## config.mk

```make
export PLATFORM = sky130hd
export DESIGN_NAME = evt_window_ctrl
export DESIGN_NICKNAME = d
export VERILOG_FILES = /design/src/rtl/evt_pkg.sv /design/src/rtl/evt_counter.sv /design/src/rtl/evt_window_ctrl.sv
export SDC_FILE = /design/constraint.sdc
export NUM_CORES = 1
export LEC_CHECK = 0
export CAP_MARGIN = 40
export CORE_UTILIZATION = 50
export CTS_CLUSTER_DIAMETER = 50
export DETAILED_ROUTE_END_ITERATION = 6
export GPL_TIMING_DRIVEN = 0
export PLACE_DENSITY = 0.76
export SLEW_MARGIN = 20
export SYNTH_ARGS = -nofsm -noshare
export SYNTH_HDL_FRONTEND = slang
export SYNTH_SLANG_ARGS = --single-unit
```

## constraint.sdc

```tcl
create_clock -name clk_in -period 2.32 [get_ports clk_in]
set_clock_uncertainty 0.1 [all_clocks]
set_input_delay 0.232 -clock clk_in [delete_from_list [all_inputs] [get_ports clk_in]]
set_output_delay 0.232 -clock clk_in [all_outputs]
set_load 0.01 [all_outputs]
```

## src/rtl/evt_pkg.sv

```systemverilog
`default_nettype none
// ============================================================================
//  Module      : evt_pkg
//  Description : Shared types and helpers for the event-window controller and
//                its event counter.
//  Revision    : 1.0 - initial release
// ============================================================================
package evt_pkg;

    // Width of the reported count; a 65_536 modulus still fits.
    localparam int unsigned c_result_w = 16;

    typedef enum logic [1:0] {
        IDLE    = 2'd0,
        CLEAR   = 2'd1,
        MEASURE = 2'd2,
        LATCH   = 2'd3
    } evt_win_state_t;

    // Highest value the counter reaches before wrapping back to zero.
    function automatic logic [c_result_w-1:0] last_count(input int unsigned modulus);
        return c_result_w'(modulus - 1);
    endfunction

endpackage
`default_nettype wire

```

## src/rtl/evt_counter.sv

```systemverilog
`default_nettype none
// ============================================================================
//  Module      : evt_counter
//  Description : Event counter that increments once per high evt_in cycle and
//                wraps to zero at MAX_COUNT.
//  Revision    : 1.0 - initial release
// ============================================================================
module evt_counter
    import evt_pkg::*;
#(
    parameter int unsigned MAX_COUNT = 40_000
) (
    input  logic                  clk_in,
    input  logic                  rst_in,
    input  logic                  evt_in,
    output logic [c_result_w-1:0] count_out
);

    localparam logic [c_result_w-1:0] c_last = last_count(MAX_COUNT);

    logic [c_result_w-1:0] r_count;

    // Count events modulo MAX_COUNT; reset wins over an event in the same cycle.
    always_ff @(posedge clk_in) begin
        if (rst_in) begin
            r_count <= '0;
        end else if (evt_in) begin
            if (r_count == c_last) begin
                r_count <= '0;
            end else begin
                r_count <= r_count + 1'b1;
            end
        end
    end

    assign count_out = r_count;

endmodule
`default_nettype wire

```

## src/rtl/evt_window_ctrl.sv

```systemverilog
`default_nettype none
// ============================================================================
//  Module      : evt_window_ctrl
//  Description : Measurement-window controller. Clears an evt_counter, gates
//                events into it for WINDOW_CYCLES cycles, then latches the
//                count and a wrap flag, optionally re-arming continuously.
//  Revision    : 1.0 - initial release
// ============================================================================
module evt_window_ctrl
    import evt_pkg::*;
#(
    parameter int unsigned WINDOW_CYCLES = 1_000_000,
    parameter int unsigned MAX_COUNT     = 40_000
) (
    input  logic                  clk_in,
    input  logic                  rst_in,
    input  logic                  evt_in,
    input  logic                  start_in,
    input  logic                  continuous_in,
    input  logic                  abort_in,
    output logic                  busy_out,
    output logic [c_result_w-1:0] result_out,
    output logic                  overflow_out,
    output logic                  result_valid_out
);

    localparam int unsigned               c_win_w    = $clog2(WINDOW_CYCLES + 1);
    localparam logic [c_win_w-1:0]        c_win_last = c_win_w'(WINDOW_CYCLES - 1);
    localparam logic [c_result_w-1:0]     c_cnt_last = last_count(MAX_COUNT);

    evt_win_state_t        r_state;
    logic                  r_busy;
    logic [c_result_w-1:0] r_result;
    logic                  r_overflow;
    logic                  r_valid;
    logic [c_win_w-1:0]    r_win_cnt;
    logic                  r_sticky;

    logic                  w_cnt_rst;
    logic                  w_cnt_evt;
    logic                  w_wrap;
    logic [c_result_w-1:0] w_count;

    // Counter is held in reset during CLEAR and only sees events during MEASURE.
    assign w_cnt_rst = rst_in | (r_state == CLEAR);
    assign w_cnt_evt = evt_in & (r_state == MEASURE);
    assign w_wrap    = w_cnt_evt & (w_count == c_cnt_last);

    evt_counter #(
        .MAX_COUNT (MAX_COUNT)
    ) u_counter (
        .clk_in    (clk_in),
        .rst_in    (w_cnt_rst),
        .evt_in    (w_cnt_evt),
        .count_out (w_count)
    );

    // Window sequencer with registered busy, result and valid outputs.
    always_ff @(posedge clk_in) begin
        if (rst_in) begin
            r_state    <= IDLE;
            r_busy     <= 1'b0;
            r_result   <= '0;
            r_overflow <= 1'b0;
            r_valid    <= 1'b0;
            r_win_cnt  <= '0;
            r_sticky   <= 1'b0;
        end else begin
            r_valid <= 1'b0;
            if (abort_in && (r_state != IDLE)) begin
                // Drop the window entirely; previous result stays visible.
                r_state <= IDLE;
                r_busy  <= 1'b0;
            end else begin
                case (r_state)
                    IDLE: begin
                        // A start paired with an abort is treated as cancelled.
                        if (start_in && !abort_in) begin
                            r_state <= CLEAR;
                            r_busy  <= 1'b1;
                        end
                    end
                    CLEAR: begin
                        r_win_cnt <= '0;
                        r_sticky  <= 1'b0;
                        r_state   <= MEASURE;
                        r_busy    <= 1'b1;
                    end
                    MEASURE: begin
                        r_win_cnt <= r_win_cnt + 1'b1;
                        if (w_wrap) begin
                            r_sticky <= 1'b1;
                        end
                        if (r_win_cnt == c_win_last) begin
                            r_state <= LATCH;
                        end
                    end
                    LATCH: begin
                        // The last MEASURE event is already in w_count here.
                        r_result   <= w_count;
                        r_overflow <= r_sticky | w_wrap;
                        r_valid    <= 1'b1;
                        if (continuous_in) begin
                            r_state <= CLEAR;
                            r_busy  <= 1'b1;
                        end else begin
                            r_state <= IDLE;
                            r_busy  <= 1'b0;
                        end
                    end
                    default: begin
                        r_state <= IDLE;
                        r_busy  <= 1'b0;
                    end
                endcase
            end
        end
    end

    assign busy_out         = r_busy;
    assign result_out       = r_result;
    assign overflow_out     = r_overflow;
    assign result_valid_out = r_valid;

endmodule
`default_nettype wire

```

==> summary.txt <==
Status
  • Run status: completed

CTS
  • Clock H-tree levels: 3
  • CTS Buf Count: 9
  • TritonCTS clock tree: yes
  • # hold bufs at CTS: 0
  • Clock sinks: a little under 60
  • Reg clk slew, reported paths: 0.06 ns
  • Root Buffer: clkbuf_8
  • Longest Clk Path Bufs: 2
  • Clock latency on the worst-skew pair: 0.34 ns

Floorplanning
  • Ports: 25
  • Cell row count: 26
  • DIE WIDTH: 75.96 um
  • Die height: 75.96 um
  • Initial Util: 0.5288
  • Core ar.: 5172 um2
  • Total die area: 5770 um2

Placed design
  • Cell Area, Placed: 3063 um2
  • Cells after DPL: about 420
  • I/O Buffers: 24
  • DP HPWL: ~4100 um
  • Post-Place Setup Slack: -0.09432 ns
  • GPL Wtd Cong: 0.8432

Yosys
  • Yosys top cell area share: 0.4245
  • EDFF count, synth: 0
  • Ys Warns: 0
  • Synth area leaders: dfxtp_1 42%, nand2_1 6.9%, a21oi_1 6.4%
  • Seq/Total Area, Yosys: 0.4245
  • Post-synth top flop: dfxtp_1
  • Distinct cells, synth: 49
  • Async set-reset flop share out of synthesis: 0
  • #FFs+latches synth: between 50 and 60
  • Cell Area, Synth: 2735 um2
  • Syn_area_per_cell: 8.339 um2
  • Largest area contributor in the netlist: dfxtp_1
  • Synth Net Count: 340
  • Post-Syn Instances: ~330

Routing
  • DR vias: between 2000 and 2500
  • Routed WL per cell: approximately 13 um
  • Vias per cell: 5.540
  • Drt first pass iters: 4
  • Drt drc: 0
  • Post-DRT Antenna Nets: 0
  • Initial DRC count: 130
  • Drt total wl: 5832 um

Power
  • Total power: 2.090 mW
  • Peak VDD IR: ~0.00037 V
  • Leak Pwr: 1.097 nW
  • Pwr dens: roughly 640 nW/um2

Hold path
  • Hold Startpoint: result_out[12]
  • Min-Delay Path Depth: 2
  • WHS Endpoint: result_out[12]
  • Hold Path Class: register to register

Setup path
  • Critical Path Source Type: register
  • Reg-to-Reg Start: r_state[0]
  • Most numerous cell on the critical path: buf_2
  • Setup slack, reg-to-reg: 0.13 ns
  • Setup Crit Path Kind: register to register
  • CP required: between 2 and 2.5 ns
  • Crit path DAT: between 2 and 2.5 ns
  • Crit path capture type: register
  • Cell breakdown of the critical path: inv_1 -> ha_1 -> nand2b_1 -> buf_2 -> nand2_1 -> o21bai_2 -> buf_2 -> a21oi_1
  • Worst path slowest cell: dfxtp_1
  • R2R cell count: 8
  • Cell family contributing the most delay on the critical path: buffers and inverters
  • Slowest stage delay, CP: 0.35 ns
  • Crit-path max FO: 10
  • CP Buf/Inv Count: 3
  • RR Endpoint: r_win_cnt[15]

STA
  • Worst setup margin: 0.1288 ns
  • Hold slack: 0.3520 ns
  • Worst-margin pin slew: between 0.5 and 0.6 ns
  • Final setup violation count: 0
  • Period utilization: 0.9445
  • Slew Viols, Final: 0
  • Rel. slew slack: 0.6550
  • Final hold vios: 0
  • RSZ-0062 raised after global routing: yes
  • Max Clk Rate: 0.4564 GHz
  • Period minus WS final: around 2.2 ns

Global route
  • Initial antenna violation count: 0
  • Global route overflow: 0
  • Total track usage: 0.2135
  • First-pass GRT wire length: 9846 um
  • Largest net degree at the start of global routing: 11
  • Vias in the first global route: roughly 2200

Job
  • Max Cap Viol: 0

Cells and area
  • Nets: about 380
  • Area grow syn2layout: 19.85%
  • Fraction of layout cells with a size suffix above 1: 0.1057
  • Post-route insts no fill: 439
  • Final Instance Area: 3278 um2
  • N_diodes: 0
[cell usage after synthesis, types with 2 or more instances]
master / number
dfxtp_1: 58
nand2_1: 50
a21oi_1: 35
nor2_1: 23
nand3_1: 16
xor2_1: 12
or4_1: 11
nand4_1: 10
o31ai_1: 10
clkbuf_1: 9
inv_1: 9
o21ai_0: 9
buf_2: 6
ha_1: 6
nand2b_1: 5
or3_1: 5
and2_1: 4
and3_1: 3
and4_1: 3
mux2i_1: 3
nor4_1: 3
nor4b_1: 3
o21a_1: 3
xnor2_1: 3
a31oi_1: 2
buf_4: 2
nor2b_1: 2
nor3_1: 2
[routing by layer]
metal	GRT usage	routed length [um]	part of all wire
met1	0.2666	2738	0.47
met4	0.1212	79	0.014
met2	0.3482	2842	0.49
met3	0.03614	172	0.029
met5	0	0	0
[how the worst max path moves through the flow]
| stage | slack (ns) | cells past startpoint | start | end |
|---|---|---|---|---|
| finish | 0.13 | 8 | r_state[0] | r_win_cnt[15] |
| global route | -0.01 | 8 | r_state[0] | r_win_cnt[15] |
| CTS | 0.03 | 8 | r_state[0] | result_out[5] |
| detailed placement | -0.09 | 7 | r_state[0] | r_win_cnt[3] |
| global placement | -0.04 | 7 | r_state[0] | r_win_cnt[3] |
| floorplan | 0.32 | 7 | r_state[0] | r_win_cnt[10] |
[flip-flops by register name (all words and copies together) (netlist names)]
signal,cells
result_out,16
overflow_out,1
r_win_cnt,20
busy_out,1
r_state,2
r_sticky,1
result_valid_out,1
u_counter.count_out,16
[report_power, final]
part	total (mW)	switching, mW	internal (mW)
Sequential	1.02	0.0131	1.01
Clock	0.888	0.400	0.488
Combinational	0.180	0.112	0.0685
Total	2.09	0.525	1.56
[what timing repair did]
action | in CTS | in global routing
gates cloned | 0 | 0
hold endpoints to repair | 0 | 0
buffers inserted | 0 | 1
pin swaps | 0 | 1
gates resized for setup | 2 | 8
endpoints found under the setup margin | 12 | 23
[stage by stage]
stage	util	TNS, ns
detailed placement	0.5922	-1.019
CTS	0.6289	0
finish	0.6338	0
global route	0.6338	-0.02872
floorplan	-	0
global placement	0.5922	-0.4615
[layout by cell type (no fill, tap or decap), types with 4 or more instances in the layout]
cell / Yosys / final
dfxtp_1: 58 / 58
nand2_1: 50 / 50
a21oi_1: 35 / 35
clkdlybuf4s50_1: 0 / 24
nor2_1: 23 / 23
nand3_1: 16 / 16
xor2_1: 12 / 12
or4_1: 11 / 11
nand4_1: 10 / 10
o31ai_1: 10 / 10
inv_1: 9 / 9
o21ai_0: 9 / 9
clkbuf_8: 0 / 9
clkbuf_1: 9 / 6
buf_2: 6 / 6
ha_1: 6 / 6
nand2b_1: 5 / 5
or3_1: 5 / 5
clkbuf_2: 0 / 4
and2_1: 4 / 4
clkinv_2: 0 / 4
[cell type report]
class | instances | area (um2)
tap | 70 | 87.58
buffer | 17 | 83.83
timing repair buffer | 25 | 247.7
fill | 462 | 1894
clock buffer | 10 | 127.6
sequential | 58 | 1161
inverter | 10 | 51.30
clock inverter | 6 | 57.56
multi-input combinational | 243 | 1461
[worst register-to-register path, cell delays in order (launching register included)]
cell	delay, ns
dfxtp_1	0.35
inv_1	0.11
ha_1	0.27
nand2b_1	0.18
buf_2	0.25
nand2_1	0.14
o21bai_2	0.29
buf_2	0.30
a21oi_1	0.07
[cell families after synthesis]
kind of cell,after synthesis,synth area share
muxes,3,0.01098
xor gates and xnor gates,15,0.04803
AOI/OAI and AO/OA,69,0.1523
DFF,58,0.4245
buffers and inverters,27,0.04757
adders and majority gates,6,0.02745
and+or+nand+nor,150,0.2891
(Power assumes the default switching activity.)
